[src/rtl/mmio_led_ctrl_if.sv]
// CPU data-bus slice seen by the LED controller: write strobe, address, data and readback.
interface mmio_led_ctrl_if;
    logic        we;
    logic [31:0] daddr;
    logic [31:0] din;
    logic        hit;
    logic [31:0] dout;

    modport master (
        output we,
        output daddr,
        output din,
        input  hit,
        input  dout
    );

    modport slave (
        input  we,
        input  daddr,
        input  din,
        output hit,
        output dout
    );
endinterface

[src/rtl/mmio_led_ctrl.sv]
// Memory-mapped LED controller: per-channel off/on/blink/PWM modes behind a 64 KiB bus window,
// with a shared blink prescaler and a shared free-running PWM counter.
module mmio_led_ctrl #(
    parameter int unsigned NUM_LEDS  = 4,
    parameter logic [31:0] BASE_ADDR = 32'h8000_0000,
    parameter int unsigned CNT_W     = 24,
    parameter int unsigned PWM_W     = 8
) (
    input  logic                sys_clk,
    input  logic                sys_rst_n,
    mmio_led_ctrl_if.slave      bus,
    output logic [NUM_LEDS-1:0] led
);

    localparam logic [CNT_W-1:0] CntOne = CNT_W'(1);
    localparam logic [PWM_W-1:0] PwmOne = PWM_W'(1);

    logic [13:0]        off;
    logic               wr_en;
    logic               wr_prescale;
    logic [CNT_W-1:0]   prescale_q;
    logic [CNT_W-1:0]   cnt_q;
    logic               blink_phase_q;
    logic [PWM_W-1:0]   pwm_cnt_q;
    logic [1:0]         mode_q [NUM_LEDS];
    logic [PWM_W-1:0]   duty_q [NUM_LEDS];
    logic [31:0]        rdata;
    logic [31:0]        dout_q;
    logic [NUM_LEDS-1:0] led_d;
    logic [NUM_LEDS-1:0] led_q;
    logic               unused_bits;

    assign bus.hit     = (bus.daddr[31:16] == BASE_ADDR[31:16]);
    assign off         = bus.daddr[15:2];
    assign wr_en       = bus.we && bus.hit;
    assign wr_prescale = wr_en && (off == '0);
    assign unused_bits = ^{bus.din, bus.daddr[1:0]};

    always_comb begin
        rdata = '0;
        if (off == '0) begin
            rdata[CNT_W-1:0] = prescale_q;
        end
        for (int i = 0; i < NUM_LEDS; i++) begin
            if (off == 14'(4 + i)) begin
                rdata[1:0]       = mode_q[i];
                rdata[8 +: PWM_W] = duty_q[i];
            end
        end
    end

    always_ff @(posedge sys_clk or negedge sys_rst_n) begin
        if (!sys_rst_n) begin
            for (int i = 0; i < NUM_LEDS; i++) begin
                mode_q[i] <= '0;
                duty_q[i] <= '0;
            end
        end else if (wr_en) begin
            for (int i = 0; i < NUM_LEDS; i++) begin
                if (off == 14'(4 + i)) begin
                    mode_q[i] <= bus.din[1:0];
                    duty_q[i] <= bus.din[8 +: PWM_W];
                end
            end
        end
    end

    // A PRESCALE write restarts the count but never toggles the phase on that edge.
    always_ff @(posedge sys_clk or negedge sys_rst_n) begin
        if (!sys_rst_n) begin
            prescale_q    <= '0;
            cnt_q         <= '0;
            blink_phase_q <= 1'b0;
        end else if (wr_prescale) begin
            prescale_q <= bus.din[CNT_W-1:0];
            cnt_q      <= '0;
        end else if (prescale_q == '0) begin
            cnt_q <= '0;
        end else if (cnt_q == prescale_q - CntOne) begin
            cnt_q         <= '0;
            blink_phase_q <= ~blink_phase_q;
        end else begin
            cnt_q <= cnt_q + CntOne;
        end
    end

    always_ff @(posedge sys_clk or negedge sys_rst_n) begin
        if (!sys_rst_n) begin
            pwm_cnt_q <= '0;
        end else begin
            pwm_cnt_q <= pwm_cnt_q + PwmOne;
        end
    end

    // Readback captures the pre-write register value when read and write share an edge.
    always_ff @(posedge sys_clk or negedge sys_rst_n) begin
        if (!sys_rst_n) begin
            dout_q <= '0;
        end else if (bus.hit) begin
            dout_q <= rdata;
        end
    end

    assign bus.dout = dout_q;

    always_comb begin
        led_d = '0;
        for (int i = 0; i < NUM_LEDS; i++) begin
            unique case (mode_q[i])
                2'b00:   led_d[i] = 1'b0;
                2'b01:   led_d[i] = 1'b1;
                2'b10:   led_d[i] = blink_phase_q;
                default: led_d[i] = (pwm_cnt_q < duty_q[i]);
            endcase
        end
    end

    always_ff @(posedge sys_clk or negedge sys_rst_n) begin
        if (!sys_rst_n) begin
            led_q <= '0;
        end else begin
            led_q <= led_d;
        end
    end

    assign led = led_q;

endmodule

[src/flat_wrapper.sv]
// flat-port wrapper written by rule: the top's interface ports become plain ports
module mmio_led_ctrl_flat 
#(
    parameter int unsigned NUM_LEDS  = 4,
    parameter logic [31:0] BASE_ADDR = 32'h8000_0000,
    parameter int unsigned CNT_W     = 24,
    parameter int unsigned PWM_W     = 8
)
  (sys_clk, sys_rst_n, led, bus_we, bus_daddr, bus_din, bus_hit, bus_dout);
  mmio_led_ctrl_if bus_i ();
  input  logic sys_clk;
  input  logic sys_rst_n;
  output logic [NUM_LEDS-1:0] led;
  input wire logic [$bits(bus_i.we)-1:0] bus_we;
  input wire logic [$bits(bus_i.daddr)-1:0] bus_daddr;
  input wire logic [$bits(bus_i.din)-1:0] bus_din;
  output wire logic [$bits(bus_i.hit)-1:0] bus_hit;
  output wire logic [$bits(bus_i.dout)-1:0] bus_dout;
  assign bus_i.we = bus_we;
  assign bus_i.daddr = bus_daddr;
  assign bus_i.din = bus_din;
  assign bus_hit = bus_i.hit;
  assign bus_dout = bus_i.dout;
  mmio_led_ctrl #(.NUM_LEDS(NUM_LEDS), .BASE_ADDR(BASE_ADDR), .CNT_W(CNT_W), .PWM_W(PWM_W)) u_core (.sys_clk(sys_clk), .sys_rst_n(sys_rst_n), .bus(bus_i), .led(led));
endmodule
[config.mk]
export PLATFORM = sky130hd
export DESIGN_NAME = mmio_led_ctrl_flat
export DESIGN_NICKNAME = d
export VERILOG_FILES = /design/src/rtl/mmio_led_ctrl_if.sv /design/src/rtl/mmio_led_ctrl.sv /design/src/flat_wrapper.sv
export SDC_FILE = /design/constraint.sdc
export NUM_CORES = 1
export LEC_CHECK = 0
export ABC_AREA = 1
export BUFFER_PORTS_ARGS = -buffer_cell sky130_fd_sc_hd__buf_2
export CAP_MARGIN = 5
export CORE_UTILIZATION = 28
export DETAILED_ROUTE_END_ITERATION = 8
export HOLD_SLACK_MARGIN = 0.05
export PLACE_DENSITY = 0.46
export SETUP_SLACK_MARGIN = 0.4
export SLEW_MARGIN = 10
export SYNTH_ARGS = -nofsm -noshare
export SYNTH_HDL_FRONTEND = slang
export SYNTH_SLANG_ARGS = --single-unit
[constraint.sdc]
create_clock -name sys_clk -period 2.9 [get_ports sys_clk]
set_clock_uncertainty 0.05 [all_clocks]
set_input_delay 0.58 -clock sys_clk [delete_from_list [all_inputs] [get_ports sys_clk]]
set_output_delay 0.58 -clock sys_clk [all_outputs]
set_load 0.02 [all_outputs]
# Word level (Yosys, flattened, before mapping)
# Index checks and enable logic that the tools add are counted.
# word_totals
ff_bits	125
inputBits	67
output_inout_bits	37
elab_cells	67
# classes
n_addsub	3
n_lt_le_gt_ge	4
eq_ne	14
muxes	16
bitwise	3
reduce_logical	13
# op_table
operator	n
$mux W24	4
$eq A14 B3 Y1 const B	4
$lt A8 B8 Y1	4
$mux W8	4
$add A24 B1 Y24 const B	1
$eq A24 B24 Y1	1
$logic_not A24 Y1	1
$sub A24 B1 Y24 const B	1
$eq A16 B16 Y1 const B	1
$logic_not A14 Y1	1
$pmux W1 S3	4
$add A8 B1 Y8 const B	1
$eq A2 B1 Y1 const B	4
$eq A2 B2 Y1 const B	4
$logic_not A2 Y1	4
$mux W2	4
$reduce_and A2 Y1	4
$not A1 Y1	3
$reduce_and A3 Y1	1
$logic_and A1 B1 Y1	2

# Depth between registers and ports, before layout
# depth
ltp_word	6
ltp_mapped	16
ltp_nobuf	15

# Worst setup path before layout
# No wires, ideal clock.
# synth_path
path_type	input-to-output
start	in bus_daddr[22]
end	out bus_hit
t_arrival_ps	1639
required_ps	2270
path_slack_ps	631
stages	7
n_path_buf	2
cell_sequence	inv_1 > nand2_1 > nor4_1 > nand2_1 > clkbuf_1 > clkbuf_1 > inv_1
# synth_via
elab_chain_cells	1
# synth_rtl
item	line	source
start: declaration	flat_wrapper.sv:15	input wire logic [$bits(bus_i.daddr)-1:0] bus_daddr;
$eq A16 B16 Y1	mmio_led_ctrl.sv:33	assign bus.hit = (bus.daddr[31:16] == BASE_ADDR[31:16]);
end: declaration	flat_wrapper.sv:17	output wire logic [$bits(bus_i.hit)-1:0] bus_hit;
# Every way passes these cells.

# Worst setup path after layout
# layout_path
start	reg u_core.prescale_q[1]
end	reg u_core.cnt_q[23]
# layout_via
elab_chain_cells	5
word_cells_on_any_way	6
classes_between	add/sub (1); eq/ne (1); mux (3); reduce/logical (1)
# layout_rtl
item	line	source
start: declaration	mmio_led_ctrl.sv:21	logic [CNT_W-1:0] prescale_q;
start signal: assignment	mmio_led_ctrl.sv:75	prescale_q <= bus.din[CNT_W-1:0];
$sub A24 B1 Y24	mmio_led_ctrl.sv:79	end else if (cnt_q == prescale_q - CntOne) begin
$eq A24 B24 Y1	mmio_led_ctrl.sv:79	
$mux W24	mmio_led_ctrl.sv:79	
$mux W24 *	mmio_led_ctrl.sv:77	end else if (prescale_q == '0) begin
$mux W24 *	mmio_led_ctrl.sv:74	end else if (wr_prescale) begin
end signal: assignment	mmio_led_ctrl.sv:83	cnt_q <= cnt_q + CntOne;
end: declaration	mmio_led_ctrl.sv:22	logic [CNT_W-1:0] cnt_q;
# Every way passes the cells marked *; elsewhere a longest branch is shown, timed or not.
# A chain may end at the register's enable or synchronous reset.

==> parameters.txt <==
Parameter                              Value

Cells and area
  Synthesis-to-finish area growth ... 20.0%
  Final #Nets ... between 1000 and 1500
  Most common library cell in the layout ignoring fill and taps ... nand2_1
  Fraction of final layout cells sized beyond drive strength 1 ... 16.1%
  Most frequent cells in the layout ... nand2_1 (292), inv_1 (147), dfrtp_1 (125), buf_2 (84), o21ai_0 (79)
  ANT cells ... 0
  Utilization of the core after routing ... between 30% and 40%

Yosys
  Count of synthesis-stage warnings from yosys ... 0
  Dominant cells by area after synthesis ... dfrtp_1 (41%), nand2_1 (14%), inv_1 (7.3%)
  Syn Inst Count ... about 1000
  Register bit total from synthesis ... 125
  Predominant post-synthesis flop cell ... dfrtp_1
  Post-synth design cell area ... between 7000 and 8000 um^2
  Cell taking the most area after synthesis ... dfrtp_1
  Mean cell area of the mapped netlist ... 7.55 um^2
  Post-synth EDFFs ... 0
  Share of the synthesized area in the top cell type ... 41.2%
  Share of synthesized area occupied by flip-flops and latches ... roughly 41%
  Count of different cell masters after synthesis ... 37
  Share of flip-flops with an asynchronous set or reset after synthesis ... 100%

Global route
  First-pass GRT wire length ... between 30 and 40 mm
  Via count of the first global-routing pass ... 6626
  Grt total ovfl ... 0
  Antenna violations before repair ... 0
  Overall routing resource usage ... 15.8%
  Largest net degree at the start of global routing ... between 70 and 80

Clocking
  Clock sink total ... about 130
  Cell at the root of the clock tree ... clkbuf_16
  Clock latency at the later pin of the worst-skew pair ... about 0.42 ns
  Maximum level of the CTS H-tree ... 4
  Maximum count of clock buffers along a single path ... 2
  TritonCTS clock tree ... yes
  Number of clock buffers inserted by TritonCTS ... 17
  Clock-pin slew reported for the worst setup and hold paths after clock tree synthesis ... 0.06 ns

Detailed routing
  Detailed-route via count ... around 6500
  Post-DRT Antenna Nets ... 0
  DR WL/cell ... 14.2 um
  Drt initial violations ... about 280
  Number of iterations in the first detailed-routing pass ... 7
  Remaining DRCs ... 2
  Wire length after detailed routing ... 20.6 mm
  Average vias per placed instance ... about 4.5

Critical path
  Critical Setup Path Class ... reg2reg
  Critical Path RT ... ~3.2 ns
  Capturing element type of the critical path ... flip-flop
  Largest fanout of any net on the critical path ... 13
  Critical path launch point type ... flip-flop
  Internal reg-to-reg setup slack ... 0.59 ns
  Data arrival, critical path ... 2.57 ns

STA
  Final setup vio count ... 0
  Worst Hold Margin ... between 0.15 and 0.2 ns
  Worst-Margin Slew ... about 0.75 ns
  Share of the clock period used by the worst path after layout ... 79.6%
  RSZ-0062 raised after global routing ... false
  Final critical-path required period ... 2.31 ns
  Achievable Freq ... 433 MHz
  Final Hold Violating Endpoints ... 0
  Number of max-slew violations in the final report ... 0
  Relative slew slack ... around half
  Sum of negative setup slack ... 0 ns

Hold path
  Classification of the worst-slack hold path ... in2async

Placement
  Count of port buffers added during placement ... between 80 and 90
  Weighted congestion reported at the end of routability-driven placement ... around 0.8
  Post-DP HPWL ... 16.2 mm

Floorplanning
  Die height ... between 150 and 200 um
  Number of ports placed on the die boundary ... ~100
  Starting Density ... ~29%
  DIE AREA ... roughly 28000 um^2
  Num rows ... a little under 60
  Standard cell core area ... roughly 26000 um^2
  Die W ... 167 um

Outcome
  Run status ... finished, violations left
  Failing checks ... DRC

Job
  Max_cap viols ... 0

Power and ir drop
  Static leakage ... roughly 4.3 nW
  Worst vdd ir ... ~340 uV
  Pwr Density ... roughly 440 nW/um^2
synth_stat cells (8+ instances only):
cell and instances:
xnor2_1 15, a21oi_1 22, nor2_1 62, xor2_1 37
o21ai_0 79, nand2_1 292, nand3_1 32, inv_1 147
o31ai_1 14, dfrtp_1 125, clkbuf_1 20, nor2_2 29
buf_4 8, nand4_1 30, ha_1 31, nor3_1 11
nor4_1 11
metal layers:
metal	vias up	part of all wire, %	global-route usage (%)
li1	3386	-	-
met1	3070	44	18.9
met2	57	52	28.7
met3	16	2.0	2.99
met4	0	1.4	4.47
met5	-	0	0
worst max-delay path, stage by stage, from the launching register on:
cell and delay, ns:
dfrtp_1 0.38, inv_1 0.14, ha_2 0.23, nand2_2 0.11, nor2_4 0.14, buf_12 0.14
nand3_1 0.09, xor2_1 0.17, nand3_1 0.09, nor2_1 0.15, nand3_2 0.14, nand2_4 0.16
buf_12 0.16, nor2_1 0.04
what timing repair did:
item	CTS	global route
setup endpoints to repair	1	20
endpoints found under the hold margin	0	0
setup buffers	0	4
pin swaps	1	2
resized for setup	0	3
hold buffers	0	0
state kept, by name, summed over array words and instances (netlist names):
register	flops
u_core.prescale_q	24
u_core.duty_q	32
u_core.mode_q	8
u_core.pwm_cnt_q	8
u_core.blink_phase_q	1
u_core.led	4
u_core.cnt_q	24
u_core.bus.dout	24
cell families (layout without fill, tap and decap cells):
kind of cell	Yosys count	in the layout	share of synthesized area, %
XOR/XNOR	52	52	6.00
buffers and inverters	182	286	9.98
AO/OA/AOI/OAI	127	127	9.12
adder cells (fa/ha/maj)	31	31	5.11
AND/OR/NAND/NOR	487	487	28.5
flip-flops	125	125	41.2
other	1	8	0.0494
layout make-up:
cell class	count	area [um^2]
inverters	147	552
multi-input cells	705	3750
clock buffers	20	447
well taps	335	419
repair buffers	107	672
flip-flops and latches	125	3130
fillers	2827	17200
clock inverters	12	138
through the flow:
stage	setup WS (ns)	area, um^2	cells	power [mW]
after detailed placement	0.411	8460	1415	1.91
final	0.592	9100	1451	4.01
after global routing	0.403	9100	1451	4.15
after floorplan	0.631	7610	1012	1.82
after global placement	0.385	8460	1415	1.91
after CTS	0.423	9050	1447	4.08
worst paths after layout:
path	startpoint	end	depth (start not counted)
setup / recovery	u_core.prescale_q[1]	u_core.cnt_q[23]	13
hold / removal	sys_rst_n	u_core.prescale_q[3]	1
setup reg to reg	u_core.prescale_q[1]	u_core.cnt_q[23]	13
hold reg to reg	u_core.bus.dout[12]	u_core.bus.dout[12]	2
max in group asynchronous	sys_rst_n	u_core.led[0]	2
min in group sys_clk	bus_din[16]	u_core.prescale_q[16]	3
where the power goes:
group / switching (mW) / leakage [nW] / internal [mW] / total (mW)
Sequential: 0.00000293 / 1.59 / 1.74 / 1.74
Clock: 0.845 / 0.281 / 1.29 / 2.14
Combinational: 0.0863 / 2.38 / 0.0382 / 0.124
Total: 0.931 / 4.25 / 3.08 / 4.01
Power figures use the tool's default switching activity.
